## src/rtl/tl_a_arb_2to1.sv

```systemverilog
// ---------------------------------------------------------------------------
// tl_a_arb_2to1 -- two-master to one-slave TileLink-UL arbiter.
//
// Master 0 (core data port) and master 1 (debug/DMA) share one downstream A
// channel. Round-robin arbitration selects between them, and the grant is held
// for every beat of a multi-beat Put burst. The master index is inserted as the
// top bit of the downstream source. D responses are steered back using that
// bit. Each master may have at most MAX_OUT requests in flight.
//
// Bus widths follow directly from the field packings:
//   A  {opcode[2:0], param[2:0], size[2:0], source[SRC_W-1:0],
//       address[30:0], mask[3:0], data[31:0], corrupt}        = 77+SRC_W bits
//   D  {opcode[2:0], param[1:0], size[2:0], source[SRC_W:0],
//       sink, denied, data[31:0], corrupt}                    = 44+SRC_W bits
//
// Ports
//   clock, reset_n              clock, synchronous active-low reset
//   mN_a_valid/ready/bits       upstream A channel of master N (N = 0, 1)
//   s_a_valid/ready/bits        downstream A channel (source widened by 1 bit)
//   s_d_valid/ready/bits        downstream D channel (source carries the index)
//   mN_d_valid/ready/bits       upstream D channel of master N (index removed)
//   mN_busy                     master N has at least one request in flight
// ---------------------------------------------------------------------------
module tl_a_arb_2to1 #(
   parameter int SRC_W   = 4,
   parameter int MAX_OUT = 4
) (
   input  logic                clock,
   input  logic                reset_n,
   input  logic                m0_a_valid,
   output logic                m0_a_ready,
   input  logic [76+SRC_W:0]   m0_a_bits,
   input  logic                m1_a_valid,
   output logic                m1_a_ready,
   input  logic [76+SRC_W:0]   m1_a_bits,
   output logic                s_a_valid,
   input  logic                s_a_ready,
   output logic [77+SRC_W:0]   s_a_bits,
   input  logic                s_d_valid,
   output logic                s_d_ready,
   input  logic [43+SRC_W:0]   s_d_bits,
   output logic                m0_d_valid,
   input  logic                m0_d_ready,
   output logic [42+SRC_W:0]   m0_d_bits,
   output logic                m1_d_valid,
   input  logic                m1_d_ready,
   output logic [42+SRC_W:0]   m1_d_bits,
   output logic                m0_busy,
   output logic                m1_busy
);

   localparam int A_W   = 77 + SRC_W;
   localparam int D_W   = 44 + SRC_W;
   localparam int CNT_W = $clog2(MAX_OUT + 1);
   localparam logic [CNT_W-1:0] MAX_C = CNT_W'(MAX_OUT);

   typedef enum logic {IDLE, LOCK} state_t;

   // Beats of an A message: only Put bursts wider than the 32-bit bus span beats.
   function automatic logic [5:0] a_beats(input logic [2:0] op, input logic [2:0] sz);
      if ((op == 3'd0 || op == 3'd1) && sz > 3'd2) a_beats = 6'd1 << (sz - 3'd2);
      else                                           a_beats = 6'd1;
   endfunction

   // Beats of a D message: only AccessAckData wider than the bus spans beats.
   function automatic logic [5:0] d_beats(input logic [2:0] op, input logic [2:0] sz);
      if (op == 3'd1 && sz > 3'd2) d_beats = 6'd1 << (sz - 3'd2);
      else                         d_beats = 6'd1;
   endfunction

   function automatic logic [CNT_W-1:0] cnt_next(input logic [CNT_W-1:0] c,
                                                  input logic inc, input logic dec);
      if (inc && !dec)                 cnt_next = c + CNT_W'(1);
      else if (dec && !inc && c != '0) cnt_next = c - CNT_W'(1);
      else                             cnt_next = c;
   endfunction

   state_t           state, state_nx;
   logic             last_grant;
   logic [5:0]       beat_cnt;
   logic [5:0]       d_cnt;
   logic [CNT_W-1:0] cnt0, cnt1;

   logic             room0, room1, elig0, elig1;
   logic             sel;
   logic [A_W-1:0]   sel_bits;
   logic [5:0]       sel_beats;
   logic             a_fire, first_fire;

   assign room0 = (cnt0 < MAX_C);
   assign room1 = (cnt1 < MAX_C);
   assign elig0 = m0_a_valid && room0;
   assign elig1 = m1_a_valid && room1;

   assign sel_bits  = sel ? m1_a_bits : m0_a_bits;
   assign sel_beats = a_beats(sel_bits[A_W-1 -: 3], sel_bits[A_W-7 -: 3]);
   assign s_a_bits  = {sel_bits[A_W-1:68+SRC_W], sel, sel_bits[67+SRC_W:0]};

   assign a_fire     = s_a_valid && s_a_ready;
   assign first_fire = a_fire && (state == IDLE);

   // State register: last_grant doubles as the burst owner while locked.
   always_ff @(posedge clock) begin
      if (!reset_n) begin
         state      <= IDLE;
         last_grant <= 1'b1;
         beat_cnt   <= '0;
      end else begin
         state <= state_nx;
         if (first_fire) begin
            last_grant <= sel;
            beat_cnt   <= sel_beats - 6'd1;
         end else if (state == LOCK && a_fire) begin
            beat_cnt <= beat_cnt - 6'd1;
         end
      end
   end

   always_comb begin
      state_nx = state;
      case (state)
         IDLE:    if (first_fire && sel_beats > 6'd1) state_nx = LOCK;
         LOCK:    if (a_fire && beat_cnt == 6'd1)     state_nx = IDLE;
         default: state_nx = IDLE;
      endcase
   end

   // In IDLE a master's ready depends only on its own room and the other
   // master's eligibility, never on its own valid.
   always_comb begin
      sel        = 1'b0;
      s_a_valid  = 1'b0;
      m0_a_ready = 1'b0;
      m1_a_ready = 1'b0;
      if (state == LOCK) begin
         sel        = last_grant;
         s_a_valid  = last_grant ? m1_a_valid : m0_a_valid;
         m0_a_ready = s_a_ready && !last_grant;
         m1_a_ready = s_a_ready &&  last_grant;
      end else begin
         sel        = (elig0 && elig1) ? !last_grant : elig1;
         s_a_valid  = elig0 || elig1;
         m0_a_ready = s_a_ready && room0 && (!elig1 ||  last_grant);
         m1_a_ready = s_a_ready && room1 && (!elig0 || !last_grant);
      end
   end

   // D routing by the source index bit.
   logic       d_idx, d_fire, d_last;
   logic [5:0] d_len;

   assign d_idx      = s_d_bits[35+SRC_W];
   assign m0_d_valid = s_d_valid && !d_idx;
   assign m1_d_valid = s_d_valid &&  d_idx;
   assign s_d_ready  = d_idx ? m1_d_ready : m0_d_ready;
   assign m0_d_bits  = {s_d_bits[D_W-1:36+SRC_W], s_d_bits[34+SRC_W:0]};
   assign m1_d_bits  = {s_d_bits[D_W-1:36+SRC_W], s_d_bits[34+SRC_W:0]};
   assign d_len      = d_beats(s_d_bits[D_W-1 -: 3], s_d_bits[D_W-6 -: 3]);
   assign d_fire     = s_d_valid && s_d_ready;
   assign d_last     = d_fire && (d_cnt == d_len - 6'd1);

   logic inc0, inc1, dec0, dec1;
   assign inc0 = first_fire && !sel;
   assign inc1 = first_fire &&  sel;
   assign dec0 = d_last && !d_idx;
   assign dec1 = d_last &&  d_idx;

   always_ff @(posedge clock) begin
      if (!reset_n) begin
         d_cnt <= '0;
         cnt0  <= '0;
         cnt1  <= '0;
      end else begin
         if (d_fire) d_cnt <= d_last ? 6'd0 : d_cnt + 6'd1;
         cnt0 <= cnt_next(cnt0, inc0, dec0);
         cnt1 <= cnt_next(cnt1, inc1, dec1);
      end
   end

   // A response completing with nothing outstanding is a slave protocol error.
   always_ff @(posedge clock) begin
      if (reset_n) begin
         assert (!(dec0 && cnt0 == '0));
         assert (!(dec1 && cnt1 == '0));
      end
   end

   assign m0_busy = (cnt0 != '0);
   assign m1_busy = (cnt1 != '0);

endmodule

```

## config.mk

```make
export PLATFORM = sky130hd
export DESIGN_NAME = tl_a_arb_2to1
export DESIGN_NICKNAME = d
export VERILOG_FILES = /design/src/rtl/tl_a_arb_2to1.sv
export SDC_FILE = /design/constraint.sdc
export NUM_CORES = 1
export LEC_CHECK = 0
export BUFFER_PORTS_ARGS = -buffer_cell sky130_fd_sc_hd__buf_4
export CAP_MARGIN = 20
export CORE_AREA = 4 4 154 156
export DETAILED_ROUTE_END_ITERATION = 12
export DIE_AREA = 0 0 158 160
export GPL_ROUTABILITY_DRIVEN = 0
export HOLD_SLACK_MARGIN = 0.06
export PLACE_DENSITY = 0.45
export SLEW_MARGIN = 20
export SYNTH_ARGS = -nofsm -noshare
export SYNTH_HDL_FRONTEND = slang
export SYNTH_SLANG_ARGS = --single-unit
```

## constraint.sdc

```tcl
create_clock -name clock -period 3.8 [get_ports clock]
set_clock_uncertainty 0.05 [all_clocks]
set_input_delay 0.38 -clock clock [delete_from_list [all_inputs] [get_ports clock]]
set_output_delay 0.38 -clock clock [all_outputs]
set_load 0.05 [all_outputs]
```

======== Word level (Yosys, flattened, before mapping) ========
Cells that the tools add are included.
word-level totals
  bits in read-only memories .............. 0
  memories ................................ 0
  flip-flop bits (word level) ............. 20
  logic and storage cells ................. 97
  RAM bits ................................ 0
  latch bits .............................. 0
  output and inout bits ................... 184
operators by class
  bitwise gates (word level) .............. 1
  divide/modulo/power cells ............... 0
  $add $sub $neg .......................... 10
  multiply operators ...................... 0
  shift operators ......................... 2
  order comparisons ....................... 5
  equal/unequal tests ..................... 4
  muxes and demuxes ....................... 20
  reduce and logical (&&, ||, !) cells .... 49
operators with widths
  cell                   number
  $mux W81               1
  $logic_and A1 B1 Y1    30
  $mux W6                5
  $sub A6 B1 Y6 const B  3
  $mux W3                4
  $shl A1 B3 Y6 const A  2
  $logic_not A1 Y1       9
  $mux W1                9
  $add A3 B1 Y3 const B  2
  $add A6 B1 Y6 const B  1
  $eq A3 B1 Y1 const B   2
  $eq A6 B1 Y1 const B   1
  $eq A6 B6 Y1           1
  $gt A3 B2 Y1 const B   2
  $gt A6 B1 Y1 const B   1
  $lt A3 B3 Y1 const B   2
  $reduce_bool A2 Y1     3
  $reduce_bool A3 Y1     2
  $sub A3 B1 Y3 const B  2
  $sub A3 B2 Y3 const B  2
  $logic_or A1 B1 Y1     4
  $logic_not A3 Y1       1
  $pmux W1 S2            1
  $not A1 Y1             1

======== Depth between registers and ports, before layout ========
  depth in word-level cells ............... 14
  mapped depth ............................ 18
  mapped depth without buffers ............ 16

======== Least setup slack after synthesis ========
No wires, ideal clock.
  kind .................................... input to register
  start point ............................. input s_d_bits[41]
  end point ............................... register cnt0[2]
  stages on the path ...................... 18
  arrival ................................. 3541 ps
  slack ................................... 86 ps
  path buffers ............................ 2
  cells stage by stage .................... clkbuf_1 > inv_1 > ha_1 > or4b_1 > buf_2 > a21oi_1 > ha_1 > xnor2_1 > nand3b_1 > o31a_1 > a211oi_1 > a31oi_1 > inv_1 > fa_1 > inv_1 > a311oi_1 > a31oi_1 > mux2i_1
between the ends
  word-level cells in the longest chain between the ends .. 10
  elaborated cells on any way between the ends .. 15
RTL lines
  element                                                  line    source
  from (decl)                                              41      input logic [43+SRC_W:0] s_d_bits,
  $sub A3 B2 Y3 or $gt A3 B2 Y1 (tied branches)            67      if (op == 3'd1 && sz > 3'd2) d_beats = 6'd1 << (sz - 3'd2);
  $shl A1 B3 Y6 or $logic_and A1 B1 Y1 (tied branches)     67
  $mux W6 (*)                                              67
  $sub A6 B1 Y6 (*)                                        160     assign d_last = d_fire && (d_cnt == d_len - 6'd1);
  $eq A6 B6 Y1 (*)                                         160
  $logic_and A1 B1 Y1 (*)                                  160
  $logic_and A1 B1 Y1 (*)                                  165     assign dec0 = d_last && !d_idx;
  $logic_not A1 Y1 or $logic_and A1 B1 Y1 (tied branches)  73, 74
  $logic_and A1 B1 Y1 (on tied branches)                   73, 74
  $mux W3 or $reduce_bool A2 Y1 (tied branches)            -
  to (signal assigned)                                     175     cnt0 <= cnt_next(cnt0, inc0, dec0);
  to (decl)                                                82      logic [CNT_W-1:0] cnt0, cnt1;
Mark *: on every way between the ends. The rest lies on a longest branch, timed or not.
A chain may end at the register's enable or synchronous reset.

======== Final worst setup path ========
  start point ............................. input s_d_bits[42]
  end point ............................... register cnt0[2]
Same word-level chain as after synthesis.

==> reports/summary.txt <==
commonest non-fill, non-tap cell in the layout - buf_4
Worst-Skew Late Latency - 0.25 ns
Syn Nets - 639
TNS Setup - 0 ns
first-pass GRT wire length - 22.2 mm
status - finished, final reports clean
Routed WL per cell - 18.8 µm
Setup Fix Bufs, Post-CTS - 0
CP required - 3.93 ns
htree depth - 1
core area - 22400 µm²
Final ANT Viol Nets - 0
Rows - 55
crit path buf inv count - 5
1st-iter DRT viols - 135
# hold bufs at CTS - 0
crit-path max FO - 6
pre-CTS worst setup slack - 0.0422 ns
Pwr Density - 459 nW/µm²
peak supply drop - 173 µV
Highest Clock Rate - 288 MHz
WS Path Type - in2reg
sequential area share after synthesis - 0.119
CP top delay family - compound AO/OA/AOI/OAI gates
synthesized instance count - 411
DRT Pass-1 Iters - 4
number of synthesized flops with an enable pin - 0
post-synth cell types - 48
Die Ht - 160 µm
Hold EP - last_grant$_SDFFE_PN1P_
R2R Setup Slk - 0.73 ns
vias in the first global route - 3599
Critical R2R Capture - beat_cnt[4]$_SDFFE_PN0P_
fraction of layout cells with a size suffix above 1 - 0.646
P&R area growth vs syn - 55.1%
CP Launch Type - input pin
fin. max-slew vios - 0
Final min period - 3.47 ns
Net Sw Frac - 0.527
clk root buf - clkbuf_16
final worst-path cycle share - 0.914
Seq pwr share - 0.112
Worst Tran Pin Value - 0.707 ns
number of remaining DRC errors - 0
Die W - 158 µm
Final WS setup - 0.326 ns
Syn Area/Cell - 8.18 µm²
critical path's slowest cell - or4b_1
vias - 3489
Async S/R FF share, synth - 0
cell mode on critical path - inv_1
clock group share of total power - 0.123
Clock Sink Count - 20
CTS tree - done
Comb pwr share - 0.764
worst-case clock buffer depth - 2
RSZ-0062 raised after global routing - no
IO buf count - 278
relative slew slack - 0.529
R2R cell count - 13
initial antenna violation count - 0
WHS Path Cells - 2
HP Start - reset_n
Post-Syn Area - 3360 µm²
post-DP HPWL - 14.7 mm
critical path arrival - 3.61 ns
CTS buffer count - 3
CP cell instances - buf_4, inv_1, ha_1, or4b_1, a21oi_1, ha_1, xnor2_1, nor4_1, o211ai_1, a211oi_1, buf_4, a31oi_1, inv_1, fa_1, inv_1, a311oi_1, a31oi_1, mux2i_1
Final Hold Fails - 0
slowest stage delay, CP - 0.50 ns
Vias/cell - 3.99
CTS clk-pin slew, worst paths - 0.06 ns
Ports - 402
Synth Flop Type - dfxtp_1
Internal - 1130 µW
Initial Utilization - 0.150
Pleak - 0.00245 µW
net load switching power - 1260 µW
maxcap violations - 0
YS warnings - 0
CP endpoint kind - flip-flop
largest net degree at the start of global routing - 83
Total GRT Usage - 0.118
total gr overflow - 0
#FFs+latches synth - 20
ANT cells - 0
most frequent cells in the layout - buf_4, mux2_2, nand2_1
DIE AREA - 25300 µm²
final-report setup violation count - 0
Worst Hold Class - in2reg
r2r startpoint - cnt0[2]$_SDFFE_PN0P_
nets - 819
WL final - 16.5 mm
## worst max-delay path by stage
stage                                 endpoint  cells after the start  slack, ns          from
after CTS                 cnt1[2]$_SDFFE_PN0P_                     18       0.29  s_d_bits[42]
final                     cnt0[2]$_SDFFE_PN0P_                     18       0.33  s_d_bits[42]
after global routing      cnt0[2]$_SDFFE_PN0P_                     18       0.02  s_d_bits[42]
after floorplan           cnt0[2]$_SDFFE_PN0P_                     18       0.09  s_d_bits[41]
after global placement    cnt0[2]$_SDFFE_PN0P_                     18       0.07  s_d_bits[42]
after detailed placement  cnt1[2]$_SDFFE_PN0P_                     18       0.04  s_d_bits[42]
## metal layers
metal	GRT usage	wire length (µm)
met5	0	0
met4	0.0256	293
met3	0.0477	1830
met2	0.224	8860
met1	0.119	5490
## final cells by class
type                       instances  area (µm²)
clock buffer                       3        75.1
clock inverter                     1        30.0
tap                              285         357
fill                            2476       17200
inverter                          20        75.1
multi-input combinational        258        2100
sequential                        20         400
timing repair buffer             288        2170
## metrics by stage
step                      hold WS [ns]  power [µW]   util  area (µm²)  cells
after global routing             0.438        2510  0.233        5210    875
after floorplan                  0.400        1770      -        3360    411
after detailed placement         0.420        2110  0.228        5100    871
final                            0.415        2390  0.233        5210    875
after CTS                        0.420        2420  0.233        5210    875
after global placement           0.416        2120  0.228        5100    871
## flip-flops by register name (all words and copies together), names as in the netlist
register / cells
state: 1
cnt1: 3
d_cnt: 6
last_grant: 1
beat_cnt: 6
cnt0: 3
## cells by family after synthesis
group	Yosys count	synth area share
AO/OA/AOI/OAI	50	0.102
XOR/XNOR	8	0.0208
multiplexers	90	0.298
buffers and inverters	133	0.258
AND/OR/NAND/NOR	100	0.160
adder cells (fa/ha/maj)	10	0.0417
flip-flops	20	0.119
## power groups by stage
stage	sequential, µW	combinational (µW)	clock, µW
after floorplan	262	1500	0
after global placement	275	1850	0
after detailed placement	273	1840	0
after CTS	269	1850	302
after global routing	275	1930	310
final	269	1830	295
## repair_timing
| action | in CTS | in global routing |
|---|---|---|
| resized for setup | 0 | 1 |
| setup endpoints to repair | 0 | 1 |
| endpoints found under the hold margin | 0 | 0 |
## synthesized netlist by cell type (3+ instances only)
master    instances  area [µm²]
nor2_1           12        45.0
o211ai_1          4        30.0
nor4_1            6        37.5
and3_1            4        25.0
xor2_1            5        43.8
or3_1             5        31.3
inv_1            20        75.1
dfxtp_1          20         400
nand3b_1          3        22.5
a31oi_1           6        37.5
a21oi_2           3        26.3
nor3_1            6        30.0
o21ai_0           9        45.0
mux2i_1           9        90.1
nand4_1           5        31.3
nor2b_1           5        31.3
buf_2             4        20.0
a21oi_1           9        45.0
nand2b_1         10        62.6
nand2_1          28         105
buf_4            95         713
a211oi_1          5        37.5
and2_1            7        43.8
mux2_2           81         912
xnor2_1           3        26.3
clkbuf_1         12        45.0
ha_1              8         100
Note: power is estimated with default switching activity, not from simulation.
